## src/rtl/lsu_ctrl.sv

```systemverilog
// RV32I load/store unit controller: sequences loads, word stores and byte/half
// read-modify-write stores against a combinational-read, clocked-write data memory.
module lsu_ctrl (
   input  logic        clk,
   input  logic        reset,
   input  logic        req_valid,
   output logic        req_ready,
   input  logic        req_store,
   input  logic [2:0]  req_funct3,
   input  logic [31:0] req_addr,
   input  logic [31:0] req_wdata,
   output logic        resp_valid,
   output logic [31:0] resp_rdata,
   output logic        resp_fault,
   output logic        mem_write_enable,
   output logic [31:0] mem_addr,
   output logic [31:0] mem_write_data,
   input  logic [31:0] mem_read_data
);

   typedef enum logic [2:0] {
      S_IDLE,
      S_LOAD,
      S_RMW_READ,
      S_WRITE,
      S_RESP
   } state_t;

   state_t      r_state;
   logic        r_store;
   logic [2:0]  r_funct3;
   logic [31:0] r_addr;
   logic [31:0] r_wdata;
   logic        r_req_ready;
   logic        r_resp_valid;
   logic        r_resp_fault;
   logic [31:0] r_resp_rdata;
   logic        r_mem_we;
   logic [31:0] r_mem_addr;
   logic [31:0] r_mem_wdata;

   logic        w_legal;
   logic        w_misaligned;
   logic        w_fault;
   logic [31:0] w_word_addr;
   logic [7:0]  w_byte;
   logic [15:0] w_half;
   logic [31:0] w_load_val;
   logic [31:0] w_merged;

   // Decode of the incoming request, valid only while IDLE.
   // NOTE: every always_comb output gets a default first, so no path can infer a latch.
   always_comb begin
      w_legal      = 1'b0;
      w_misaligned = 1'b0;
      if (req_store)
         w_legal = (req_funct3 == 3'b000) || (req_funct3 == 3'b001) || (req_funct3 == 3'b010);
      else
         w_legal = (req_funct3 == 3'b000) || (req_funct3 == 3'b001) || (req_funct3 == 3'b010) ||
                   (req_funct3 == 3'b100) || (req_funct3 == 3'b101);
      case (req_funct3[1:0])
         2'b01:   w_misaligned = req_addr[0];
         2'b10:   w_misaligned = |req_addr[1:0];
         default: w_misaligned = 1'b0;
      endcase
   end

   assign w_fault     = !w_legal || w_misaligned;
   assign w_word_addr = {req_addr[31:2], 2'b00};

   // Lane extraction for loads and lane merge for byte/half stores, from the latched request.
   always_comb begin
      w_byte = 8'h00;
      case (r_addr[1:0])
         2'b00: w_byte = mem_read_data[7:0];
         2'b01: w_byte = mem_read_data[15:8];
         2'b10: w_byte = mem_read_data[23:16];
         2'b11: w_byte = mem_read_data[31:24];
      endcase
      w_half = r_addr[1] ? mem_read_data[31:16] : mem_read_data[15:0];

      w_load_val = mem_read_data;
      case (r_funct3)
         3'b000:  w_load_val = {{24{w_byte[7]}}, w_byte};
         3'b001:  w_load_val = {{16{w_half[15]}}, w_half};
         3'b100:  w_load_val = {24'h000000, w_byte};
         3'b101:  w_load_val = {16'h0000, w_half};
         default: w_load_val = mem_read_data;
      endcase

      w_merged = mem_read_data;
      case (r_funct3)
         3'b000: begin
            case (r_addr[1:0])
               2'b00: w_merged[7:0]   = r_wdata[7:0];
               2'b01: w_merged[15:8]  = r_wdata[7:0];
               2'b10: w_merged[23:16] = r_wdata[7:0];
               2'b11: w_merged[31:24] = r_wdata[7:0];
            endcase
         end
         3'b001: begin
            if (r_addr[1])
               w_merged[31:16] = r_wdata[15:0];
            else
               w_merged[15:0]  = r_wdata[15:0];
         end
         default: w_merged = r_wdata;
      endcase
   end

   // NOTE: sequential state uses non-blocking assignments only, so every register samples pre-edge values.
   always_ff @(posedge clk) begin
      if (reset) begin
         r_state      <= S_IDLE;
         r_store      <= 1'b0;
         r_funct3     <= 3'b000;
         r_addr       <= 32'h0;
         r_wdata      <= 32'h0;
         r_req_ready  <= 1'b1;
         r_resp_valid <= 1'b0;
         r_resp_fault <= 1'b0;
         r_resp_rdata <= 32'h0;
         r_mem_we     <= 1'b0;
         r_mem_addr   <= 32'h0;
         r_mem_wdata  <= 32'h0;
      end else begin
         r_resp_valid <= 1'b0;
         r_mem_we     <= 1'b0;
         case (r_state)
            S_IDLE: begin
               if (req_valid && r_req_ready) begin
                  r_store     <= req_store;
                  r_funct3    <= req_funct3;
                  r_addr      <= req_addr;
                  r_wdata     <= req_wdata;
                  r_req_ready <= 1'b0;
                  if (w_fault) begin
                     r_state      <= S_RESP;
                     r_resp_valid <= 1'b1;
                     r_resp_fault <= 1'b1;
                     r_resp_rdata <= 32'h0;
                  end else if (!req_store) begin
                     r_state    <= S_LOAD;
                     r_mem_addr <= w_word_addr;
                  end else if (req_funct3 == 3'b010) begin
                     r_state     <= S_WRITE;
                     r_mem_we    <= 1'b1;
                     r_mem_addr  <= w_word_addr;
                     r_mem_wdata <= req_wdata;
                  end else begin
                     r_state    <= S_RMW_READ;
                     r_mem_addr <= w_word_addr;
                  end
               end
            end
            S_LOAD: begin
               r_state      <= S_RESP;
               r_resp_valid <= 1'b1;
               r_resp_fault <= 1'b0;
               r_resp_rdata <= r_store ? 32'h0 : w_load_val;
               r_mem_addr   <= 32'h0;
            end
            S_RMW_READ: begin
               r_state     <= S_WRITE;
               r_mem_we    <= 1'b1;
               r_mem_addr  <= {r_addr[31:2], 2'b00};
               r_mem_wdata <= w_merged;
            end
            S_WRITE: begin
               r_state      <= S_RESP;
               r_resp_valid <= 1'b1;
               r_resp_fault <= 1'b0;
               r_resp_rdata <= 32'h0;
               r_mem_addr   <= 32'h0;
               r_mem_wdata  <= 32'h0;
            end
            S_RESP: begin
               r_state      <= S_IDLE;
               r_req_ready  <= 1'b1;
               r_resp_fault <= 1'b0;
               r_resp_rdata <= 32'h0;
            end
            default: begin
               r_state     <= S_IDLE;
               r_req_ready <= 1'b1;
            end
         endcase
      end
   end

   assign req_ready        = r_req_ready;
   assign resp_valid       = r_resp_valid;
   assign resp_fault       = r_resp_fault;
   assign resp_rdata       = r_resp_rdata;
   assign mem_write_enable = r_mem_we;
   assign mem_addr         = r_mem_addr;
   assign mem_write_data   = r_mem_wdata;

endmodule
```

## config.mk

```make
export PLATFORM = sky130hd
export DESIGN_NAME = lsu_ctrl
export DESIGN_NICKNAME = d
export VERILOG_FILES = /design/src/rtl/lsu_ctrl.sv
export SDC_FILE = /design/constraint.sdc
export NUM_CORES = 1
export LEC_CHECK = 0
export ABC_AREA = 1
export BUFFER_PORTS_ARGS = -buffer_cell sky130_fd_sc_hd__buf_2
export CAP_MARGIN = 10
export CORE_MARGIN = 2
export CORE_UTILIZATION = 37
export DETAILED_ROUTE_END_ITERATION = 8
export HOLD_SLACK_MARGIN = 0.06
export MAX_ROUTING_LAYER = met4
export PLACE_DENSITY = 0.7
export RECOVER_POWER = 50
export SYNTH_ARGS = -nofsm -noshare
export SYNTH_HDL_FRONTEND = slang
export SYNTH_SLANG_ARGS = --single-unit
export TNS_END_PERCENT = 5
```

## constraint.sdc

```tcl
create_clock -name clk -period 1.4 [get_ports clk]
set_input_delay 0.14 -clock clk [delete_from_list [all_inputs] [get_ports clk]]
set_output_delay 0.14 -clock clk [all_outputs]
set_load 0.02 [all_outputs]
```

After elaboration in Yosys (flattened, before gate mapping)
Index checks and enable logic that the tools add are counted.

cells by class
  multiplexer cells = 42
  reductions and logical operators = 26
  eq/ne operators = 21
  bitwise operators = 1

operators by type and width
  operator                                                                count
  32-bit 2-to-1 mux                                                       9
  32-bit one-hot mux with 3 select lines                                  3
  32-bit one-hot mux with 4 select lines                                  1
  32-bit one-hot mux with 2 select lines                                  1
  16-bit 2-to-1 mux                                                       3
  8-bit 2-to-1 mux                                                        4
  8-bit one-hot mux with 4 select lines                                   1
  3-bit equality test (second input constant)                             5
  1-bit 2-to-1 mux                                                        11
  2-bit != test (second input constant)                                   5
  1-bit one-hot mux with 2 select lines                                   5
  3-bit by 1-bit equality test with 1-bit output (second input constant)  3
  3-bit by 2-bit equality test with 1-bit output (second input constant)  3
  3-bit zero test                                                         3
  3-bit one-hot mux with 3 select lines                                   1
  3-bit AND reduction                                                     3
  3-bit nonzero test                                                      3
  2-bit equality test (second input constant)                             3
  3-bit 2-to-1 mux                                                        2
  2-bit OR reduction                                                      3
  3-bit OR reduction                                                      2
  1-bit logical OR                                                        5
  5-bit AND reduction                                                     1
  2-bit by 1-bit equality test with 1-bit output (second input constant)  2
  other kinds (7)                                                         8

word-level totals
  output and inout port bits = 100
  register bits = 171
  input port bits = 103
  logic and storage cells = 102

Logic depth before layout (Yosys ltp)
  word-level depth = 11
  depth in mapped cells = 12
  mapped depth without buffers = 11

Least setup slack after synthesis
No wires, ideal clock.

  path kind = register to register
  from = register r_addr[1]
  to = register r_resp_rdata[22] (netlist: resp_rdata[22])
  stages on the path, launching flop included = 9
  slack = -30 ps
  period minus slack after synthesis = 1430 ps
  buffers on the path = 2
  data required time = 1268 ps
  setup time = 132 ps
  arrival = 1297 ps
  cells stage by stage = dfxtp_1 -> buf_4 -> o21ai_0 -> nand2_1 -> nand3_2 -> nand3_2 -> buf_6 -> nand2_1 -> a21oi_1

on the way
  word-level cells in the longest chain between the ends = 5
  elaborated cells on any way between the ends = 9
  classes of those cells = eq/ne (3); mux (5); reduce/logical (1)

ends and longest elaborated chain
  item                                         line  RTL
  start: declaration                           32    logic [31:0] r_addr;
  start signal: assignment                     134   r_addr <= req_addr;
  2-bit equality test (tied with other cells)  74    case (r_addr[1:0])
  8-bit one-hot mux with 4 select lines        74
  32-bit one-hot mux with 4 select lines (*)   83    case (r_funct3)
  32-bit 2-to-1 mux (*)                        160   r_resp_rdata <= r_store ? 32'h0 : w_load_val;
  32-bit one-hot mux with 3 select lines (*)   129   case (r_state)
  end signal: assignment                       160
  end: declaration                             37    logic [31:0] r_resp_rdata;

Mark *: on every way between the ends. The rest lies on a longest branch, timed or not.
A chain may end at the register's enable or synchronous reset.

Final worst setup path
  from = register r_addr[1]
  to = register r_resp_rdata[7] (netlist: resp_rdata[7])

The elaborated chain is that of the path after synthesis.

==> impl_metrics.json <==
{
  "start_util": 0.378,
  "fin_worst_skew_ps": 17.3,
  "mostFrequentLayoutCell": "nand2_1",
  "p_per_area_nw_per_um2": 1250,
  "cap_violations": 0,
  "timing.fmax_mhz": 660,
  "die_y_um": 159,
  "die_w_um": 159,
  "power_mw": 15.9,
  "ir_drop_mv": 0.827,
  "drive_gt1_frac": 0.207,
  "grt_pass1_wl_um": 51100,
  "first_pass_iters": 7,
  "ys_types": 28,
  "drc": 0,
  "rsz0062_at_grt": "true",
  "vias": 10500,
  "regToRegStartpoint": "r_addr[1]$_SDFFE_PP0P_",
  "cts_tree": "done",
  "fin_crit_sh": 1.08,
  "drt-initial-drc-count": 987,
  "clockRootBuffer": "clkbuf_16",
  "clkSinkCount": 169,
  "yosysTopAreaCell": "dfxtp_1",
  "finalHoldViolCount": 0,
  "reg2reg_depth": 7,
  "ctsHtreeMaxLevel": 4,
  "synth_seq_cells": 169,
  "leakage_nw": 5.79,
  "core_area_sq_um": 23600,
  "num_rows": 56,
  "hold_class": "in -> reg",
  "synth_top_area_frac": 0.379,
  "ant_nets": 0,
  "critPathCaptureType": "flop",
  "first_global_vias": 9718,
  "arrival_ps": 1890,
  "final_max_slew_viol_count": 0,
  "min_period_ps": 1520,
  "synth_area_leaders": "dfxtp_1, nand2_1, o21ai_0",
  "grt.overflow.total": 0,
  "io_pins": 203,
  "crit_required_ps": 1780,
  "grt.total_usage": 0.257,
  "outcome": "finished, violations left",
  "layout_common_cells": "nand2_1, dfxtp_1, o21ai_0",
  "die_area_sq_um": 25400,
  "clk_latency_ps": 440,
  "holdCritStartpoint": "req_wdata[3]",
  "cts_buffers": 17,
  "area_growth_syn_to_layout_pct": 42.4,
  "hpwlAfterDp_um": 21900,
  "setup_viol_count_final": 77,
  "crit_type": "reg -> reg",
  "r2r_slack_ps": -120,
  "cts.clk_slew.worst_paths_ps": 70,
  "via_per_inst": 5.06,
  "crit_end": "resp_rdata[7]$_SDFFE_PP0P_",
  "setup_ws_ps": -115,
  "n_fill_cell": 2368,
  "io_buffers": 200,
  "startpoint_type": "flop",
  "grt_max_degree": 68,
  "synthArstFlopShare": 0,
  "violations": "setup timing",
  "dp_slack_ps": -285,
  "yosysWarnings": 0,
  "wirelength_um": 33000,
  "synth-edff-count": 0,
  "worst-path-max-fanout": 7,
  "synth.cell_area_sq_um": 8930,
  "clk_path_buf_depth": 2,
  "critPathLaunch": "r_addr[1]$_SDFFE_PP0P_",
  "antenna_found_initial": 5,
  "place.gp.congestion": 0.911,
  "avgSynthCellArea_sq_um": 6.20,
  "seq_area_frac_synth": 0.379,
  "num-nets-final": 1840,
  "syn_inst": 1440,
  "ys.flop_type": "dfxtp_1",
  "timing.rr.end": "resp_rdata[7]$_SDFFE_PP0P_",
  "wl_per_cell_um": 15.9
}
critical path: stages (launching register included):
cell	delay, ps
dfxtp_4	380
buf_6	140
o211ai_1	300
nand3_4	170
buf_6	170
nand3b_1	100
nand2_2	80
a21oi_2	110
timing repair:
| action | CTS | global route |
|---|---|---|
| hold buffers | 62 | 0 |
| setup buffers | 7 | 4 |
| endpoints found under the hold margin | 76 | 0 |
| cloned | 9 | 3 |
| resized for setup | 78 | 73 |
| pin swaps | 42 | 22 |
| setup endpoints to repair | 152 | 131 |
flip-flops by register name, summed over array words and instances (netlist names):
name,cells
mem_addr,30
mem_write_data,32
mem_write_enable,1
r_addr,32
r_funct3,3
r_state,3
r_store,1
r_wdata,32
req_ready,1
resp_fault,1
resp_rdata,32
resp_valid,1
routing by layer:
metal	GRT usage	share of wire	up-vias
met4	0.0777	0.025	0
met2	0.413	0.47	396
met3	0.0542	0.073	56
met5	-	0	-
met1	0.324	0.43	4813
li1	-	-	5207
kinds of logic (layout without fill, tap and decap cells):
kind of cell	count (synthesis)	in the layout	synth area share
AND/OR/NAND/NOR	692	693	0.317
adder cells (fa/ha/maj)	3	3	0.00420
buffers and inverters	240	545	0.109
flip-flops	169	169	0.379
AO/OA/AOI/OAI	335	335	0.190
other	1	7	0.000420
cell usage after synthesis (all sizes together) (2+ instances only):
cell type / n
nand2: 455
o21ai: 178
dfxtp: 169
a21oi: 151
inv: 143
nand3: 123
nor2: 106
clkbuf: 50
buf: 47
o211ai: 5
or2: 4
ha: 3
nand4: 2
per-stage QoR:
| stage | hold WS (ps) | cell area (sq um) | util | std cells | TNS (ps) |
|---|---|---|---|---|---|
| floorplan | 275 | 8940 | - | 1441 | -132 |
| global placement | 386 | 10700 | 0.455 | 1949 | -13830 |
| global route | 88.7 | 12700 | 0.538 | 2071 | -12230 |
| finish | 78.3 | 12700 | 0.538 | 2071 | -3760 |
| detailed placement | 396 | 10700 | 0.455 | 1949 | -17130 |
| CTS | 67.1 | 12500 | 0.531 | 2059 | -1630 |
cell type report:
cell class	instances	area, sq um	area share
antenna	5	12.5	0.000984
multi-input combinational	1033	4850	0.382
sequential	169	3400	0.267
clock inverter	15	211	0.0166
clock buffer	17	425	0.0335
tap	319	399	0.0314
timing repair buffer	370	2860	0.225
inverter	143	558	0.0439
report_power, final:
| group | internal [mW] | switching, mW | total (mW) | leakage, nW |
|---|---|---|---|---|
| Combinational | 2.17 | 3.19 | 5.35 | 4.10 |
| Clock | 2.49 | 2.53 | 5.02 | 0.305 |
| Sequential | 5.28 | 0.255 | 5.53 | 1.38 |
| Total | 9.94 | 5.97 | 15.9 | 5.79 |
worst min path at each step:
stage                                     end  slack (ps)  cells past startpoint
2_1_floorplan        r_wdata[18]$_SDFFE_PP0P_         270                      2
3_5_place_dp         r_wdata[18]$_SDFFE_PP0P_         400                      3
6_report       mem_write_data[3]$_SDFFE_PP0P_          80                      5
5_1_grt               r_state[1]$_SDFFE_PP0P_          90                      4
3_3_place_gp         r_wdata[17]$_SDFFE_PP0P_         390                      3
4_1_cts               r_wdata[3]$_SDFFE_PP0P_          70                      3
Note: power is estimated with default switching activity, not from simulation.
